### src/rtl/tour_seq_pkg.sv
// Shared types and constants for the Knight command sequencer.
package tour_seq_pkg;

  typedef enum logic [2:0] {
    IDLE,
    ISSUE,
    WAIT_SENT,
    WAIT_RESP,
    CHECK,
    FIN
  } seq_state_t;

  localparam logic [7:0] ACK_DEFAULT = 8'hA5;

  // Knight opcodes live in the top nibble of a command word
  localparam logic [3:0] OP_CAL  = 4'h2;
  localparam logic [3:0] OP_MOVE = 4'h4;
  localparam logic [3:0] OP_TOUR = 4'h6;

  function automatic logic [15:0] knight_cmd(input logic [3:0] op, input logic [11:0] arg);
    return {op, arg};
  endfunction

endpackage

### src/rtl/seq_timeout_cnt.sv
// Loadable up-counter with clear/enable; expired is raised at LIMIT-1 and the count holds there.
module seq_timeout_cnt #(
  parameter int W     = 22,
  parameter int LIMIT = 2**22
) (
  input  logic         clk,
  input  logic         rst,
  input  logic         clr,
  input  logic         load,
  input  logic [W-1:0] load_val,
  input  logic         en,
  output logic         expired
);

  logic [W-1:0] cnt;

  assign expired = (cnt == W'(LIMIT - 1));

  always_ff @(posedge clk) begin
    if (rst || clr)          cnt <= '0;
    else if (load)           cnt <= load_val;
    else if (en && !expired) cnt <= cnt + W'(1);
  end

endmodule

### src/rtl/tour_cmd_sequencer.sv
// Replays a stored list of 16-bit Knight commands to RemoteComm, waiting for ACK_VAL on each.
// Optional build macro RETRY_EN: a failing entry is re-issued once before err is raised.
module tour_cmd_sequencer
  import tour_seq_pkg::*;
#(
  parameter int         DEPTH       = 16,
  parameter int         TIMEOUT_CYC = 2**22,
  parameter logic [7:0] ACK_VAL     = ACK_DEFAULT
) (
  input  logic                     clk,
  input  logic                     rst,
  input  logic                     wr_en,
  input  logic [15:0]              wr_cmd,
  input  logic                     clr,
  input  logic                     start,
  output logic [15:0]              cmd,
  output logic                     send_cmd,
  input  logic                     cmd_sent,
  input  logic                     resp_rdy,
  input  logic [7:0]               resp,
  output logic                     busy,
  output logic                     done,
  output logic                     err,
  output logic [$clog2(DEPTH)-1:0] err_idx,
  output logic                     full,
  output logic [$clog2(DEPTH):0]   count
);

  localparam int AW = $clog2(DEPTH);
  localparam int TW = (TIMEOUT_CYC > 1) ? $clog2(TIMEOUT_CYC) : 1;

  seq_state_t    state, state_n;
  logic [15:0]   list_q [DEPTH];
  logic [AW-1:0] rd_idx;
  logic [7:0]    resp_q;
  logic [AW:0]   count_post;
  logic          idle, do_wr, do_clr;
  logic          start_go, advance, fail, give_up;
  logic          expired, tmr_clr;

  assign idle    = (state == IDLE);
  assign busy    = !idle;
  assign full    = (count == (AW+1)'(DEPTH));
  assign do_clr  = idle && clr;
  assign do_wr   = idle && wr_en && !full && !clr;
  // start in the same cycle as a write replays the post-write list
  assign count_post = do_clr ? '0 : count + {{AW{1'b0}}, do_wr};
  assign tmr_clr    = (state == WAIT_SENT) && cmd_sent;

  seq_timeout_cnt #(.W(TW), .LIMIT(TIMEOUT_CYC)) u_tmr (
    .clk      (clk),
    .rst      (rst),
    .clr      (tmr_clr),
    .load     (1'b0),
    .load_val ('0),
    .en       (state == WAIT_RESP),
    .expired  (expired)
  );

`ifdef RETRY_EN
  logic retried, retry;
`endif

  always_comb begin
    state_n  = state;
    start_go = 1'b0;
    advance  = 1'b0;
    fail     = 1'b0;
    give_up  = 1'b0;
`ifdef RETRY_EN
    retry    = 1'b0;
`endif
    case (state)
      IDLE:      if (start && count_post != '0) begin
                   state_n  = ISSUE;
                   start_go = 1'b1;
                 end
      ISSUE:     state_n = WAIT_SENT;
      WAIT_SENT: if (cmd_sent) state_n = WAIT_RESP;
      // a response on the expiry cycle still wins
      WAIT_RESP: if (resp_rdy) state_n = CHECK;
                 else if (expired) fail = 1'b1;
      CHECK:     if (resp_q != ACK_VAL) fail = 1'b1;
                 else if ({1'b0, rd_idx} == count - (AW+1)'(1)) state_n = FIN;
                 else begin
                   advance = 1'b1;
                   state_n = ISSUE;
                 end
      FIN:       state_n = IDLE;
      default:   state_n = IDLE;
    endcase
    if (fail) begin
`ifdef RETRY_EN
      if (!retried) begin
        retry   = 1'b1;
        state_n = ISSUE;
      end else begin
        give_up = 1'b1;
        state_n = IDLE;
      end
`else
      give_up = 1'b1;
      state_n = IDLE;
`endif
    end
  end

  always_ff @(posedge clk) begin
    if (rst) begin
      state    <= IDLE;
      count    <= '0;
      rd_idx   <= '0;
      cmd      <= '0;
      send_cmd <= 1'b0;
      done     <= 1'b0;
      err      <= 1'b0;
      err_idx  <= '0;
      resp_q   <= '0;
    end else begin
      state    <= state_n;
      count    <= count_post;
      send_cmd <= (state == ISSUE);
      done     <= (state == FIN);
      if (do_wr)                           list_q[count[AW-1:0]] <= wr_cmd;
      if (state == ISSUE)                  cmd    <= list_q[rd_idx];
      if (state == WAIT_RESP && resp_rdy)  resp_q <= resp;
      if (start_go)                        rd_idx <= '0;
      else if (advance)                    rd_idx <= rd_idx + AW'(1);
      if (idle && (start || clr))          err    <= 1'b0;
      if (give_up) begin
        err     <= 1'b1;
        err_idx <= rd_idx;
      end
    end
  end

`ifdef RETRY_EN
  always_ff @(posedge clk) begin
    if (rst || start_go || advance) retried <= 1'b0;
    else if (retry)                 retried <= 1'b1;
  end
`endif

endmodule

### config.mk
export PLATFORM = sky130hd
export DESIGN_NAME = tour_cmd_sequencer
export DESIGN_NICKNAME = d
export VERILOG_FILES = /design/src/rtl/tour_seq_pkg.sv /design/src/rtl/seq_timeout_cnt.sv /design/src/rtl/tour_cmd_sequencer.sv
export SDC_FILE = /design/constraint.sdc
export NUM_CORES = 1
export LEC_CHECK = 0
export ABC_CLOCK_PERIOD_IN_PS = 3060
export BUFFER_PORTS_ARGS = -buffer_cell sky130_fd_sc_hd__buf_2
export CORE_MARGIN = 2
export CORE_UTILIZATION = 50
export CTS_CLUSTER_SIZE = 10
export DETAILED_ROUTE_END_ITERATION = 16
export PLACE_DENSITY = 0.67
export SYNTH_ARGS = -nofsm -noshare
export SYNTH_HDL_FRONTEND = slang
export SYNTH_SLANG_ARGS = --single-unit
### constraint.sdc
create_clock -name clk -period 3.06 [get_ports clk]
set_input_delay 0.918 -clock clk [delete_from_list [all_inputs] [get_ports clk]]
set_output_delay 0.918 -clock clk [all_outputs]
set_load 0.05 [all_outputs]
==> flow_metrics.py <==
metrics = {
    "place": {
        "dp_hpwl_mm": 17.70,
        "pre_cts_slack_ns": 0.5057,
        "gp_congestion": 0.8145,
        "place_inst": 1133,
        "io_buffers": 60,
    },
    "clock_network": {
        "hold_buffers": 0,
        "cts_setup_buffers": 0,
        "cts_buffers": 38,
        "cts_htree_levels": 2,
        "clock-sinks": 321,
        "cts_root_buffer": "clkbuf_16",
        "insertion_delay_ns": 0.52,
        "ctsResizeCount": 0,
        "cts.path.max_buffers": 3,
        "clkSlewWorstSetupHoldPaths_ns": 0.05,
        "cts_tree": "yes",
    },
    "grt": {
        "grt_pass1_wl_mm": 42.59,
        "grt_antenna_before_repair": 1,
        "grt_overflow": 0,
        "use_met1": 0.3081,
        "grt_max_degree": 70,
        "met2_usage": 0.3362,
        "busiest_layer": "met2",
        "grt_use_met3": 0.04646,
        "grt_use_total": 0.2151,
        "grt_pass1_vias": 7090,
    },
    "finish": {
        "antenna_cells": 0,
        "drive_gt1_frac": 0.2554,
        "stdcell_count": 1203,
        "final_util": 0.5932,
        "synthToLayoutAreaGrowth_pct": 16.61,
        "num-fill-cells": 1853,
        "final_net_count": 883,
    },
    "synthesis": {
        "synth_top_area_share": 0.6001,
        "synthTopCellsByArea": "edfxtp_1, mux4_2, dfxtp_1",
        "syn_avg_cell_area_um2": 16.97,
        "synth.distinct_cells": 59,
        "syn_area_um2": 12810,
        "synth_warnings": 0,
        "ys_seq_area_frac": 0.7017,
        "synthCells": 755,
        "synthArstFlopShare": 0,
        "syn-num-nets": 795,
        "synth.most_common_cell": "edfxtp_1",
        "synth_ff_type": "edfxtp_1",
        "synthTopCellsByCount": "edfxtp_1, dfxtp_1, mux4_2",
        "synth_top_area_cell": "edfxtp_1",
        "ys_ff_latch": 321,
        "synth-edff-count": 256,
    },
    "timing": {
        "max-slew-margin-rel": 0.1357,
        "setup_ws_ns": 0.2615,
        "slew_viol_final": 0,
        "timing.fmax_ghz": 0.3573,
        "setup_viol": 0,
        "period_needed_ns": 2.799,
        "hold_violations": 0,
        "fin_crit_sh": 0.9146,
        "worst_pin_slew_ns": 1.292,
        "rsz0062_at_grt": "no",
        "finClkSkew_ns": 0.01934,
        "tns_ns": 0,
    },
    "pwr": {
        "ir_drop_mv": 0.4430,
        "p_leak_nw": 4.971,
        "finalPower_mw": 9.051,
        "power_density_nw_per_um2": 605.9,
    },
    "floorplan": {
        "die_h_um": 164.1,
        "row_count": 58,
        "initial_core_util": 0.5087,
        "pin_count": 61,
        "core_area_um2": 25180,
        "dieArea_um2": 26920,
        "die_width_um": 164.1,
    },
    "flow_run": {
        "cap_violations": 0,
    },
    "setup_path": {
        "crit_path_end_kind": "primary output",
        "critical_path_class": "flip-flop to primary output",
        "startpoint_type": "flip-flop",
        "arrival_ns": 1.88,
        "crit_path_cell_trace": "inv_1 > ha_1 > nand2_1 > nor2_1 > buf_2",
        "critical_path_required_ns": 2.14,
        "cp_slowest_cell": "dfxtp_1",
        "cp_max_fo": 7,
        "cp_slowest_stage_delay_ns": 0.40,
    },
    "detailed_routing": {
        "final_antenna_net_count": 0,
        "vias": 7142,
        "drc": 0,
        "wirelength_mm": 28.01,
        "vias_per_cell": 5.937,
        "firstDrtPassIters": 5,
        "wl_per_cell_um": 23.28,
        "first_iter_violations": 815,
    },
    "run_status": {
        "status": "completed",
    },
    "min_path": {
        "hold_path_class": "flip-flop to flip-flop",
    },
}
-- metal layers --
| metal | wire, um | vias up |
|---|---|---|
| li1 | - | 3167 |
| met1 | 12030 | 3619 |
| met2 | 13310 | 309 |
| met3 | 2113 | 47 |
| met4 | 564 | 0 |
| met5 | 0 | - |
-- cell type report --
class	instances	area, um^2	area share
Tap cell	330	412.9	0.02764
Clock inverter	1	5.005	0.0003350
Clock buffer	69	1141	0.07639
Sequential cell	321	8995	0.6021
Multi-Input combinational cell	385	3631	0.2431
Timing Repair Buffer	87	715.7	0.04791
Inverter	10	37.54	0.002513
-- placed cells by master, fill, tap and decap left out, types with 4 or more instances in the layout --
master     Yosys  layout
edfxtp_1     256     256
nand3_1        9       9
a21o_1        18      18
nor3_1         8       8
nand4_1        9       9
buf_4          4      10
a31oi_1        4       4
nand2b_1       6       6
a211oi_1       6       6
ha_1           9       9
nor2_1        53      39
buf_2         14      60
or4_1          4       4
o22ai_1       16      16
clkbuf_1      17      27
mux4_2        64      64
dfxtp_1       65      62
nand2_1       40      40
inv_1         10      10
xnor2_1       23      23
mux2i_1       38      38
buf_12         0      17
clkbuf_16      0      41
nor2_2         0      14
or3_1          4       4
o21ai_1        4       4
a21oi_1       22      22
-- report_power, final --
group / switching (mW) / internal, mW / leakage, nW
clock: 1.60 / 2.50 / 0.548
combinational: 0.160 / 0.0526 / 1.59
sequential: 0.0131 / 4.72 / 2.83
-- sequential cells by signal (all words and copies together), names as in the netlist --
name	count
count	5
send_cmd	1
u_tmr.cnt	22
rd_idx	4
err_idx	4
resp_q	8
cmd	16
done	1
state	3
list_q	256
err	1
-- cells by family after synthesis --
logic type / Yosys count / synth area share
fa+ha+maj: 9 / 0.008791
mux: 102 / 0.1422
flops: 321 / 0.7017
simple gates: 160 / 0.06456
compound gates: 89 / 0.04806
xor+xnor: 25 / 0.01709
buf+inv: 49 / 0.01758
-- critical path, delay by kind of cell, from the launching register on --
kind | cells | cell delay (ns)
flops | 1 | 0.40
fa+ha+maj | 1 | 0.22
buf+inv | 2 | 0.47
simple gates | 2 | 0.28
-- worst paths after layout --
path | startpoint | to | slack, ns | cells after the start
worst min register to register | cmd[9]$_SDFFE_PP0P_ | cmd[9]$_SDFFE_PP0P_ | 0.45 | 1
worst min-delay path | cmd[9]$_SDFFE_PP0P_ | cmd[9]$_SDFFE_PP0P_ | 0.45 | 1
worst max register to register | count[0]$_SDFF_PP0_ | rd_idx[0]$_SDFFE_PP0P_ | 0.58 | 12
worst max-delay path | count[0]$_SDFF_PP0_ | full | 0.26 | 5
-- through the flow --
step                hold slack, ns  area (um^2)
floorplan                   0.4316        12810
global placement            0.4324        13790
detailed placement          0.4351        13790
CTS                         0.4513        14940
global route                0.4707        14940
finish                      0.4465        14940
(Power assumes the default switching activity.)
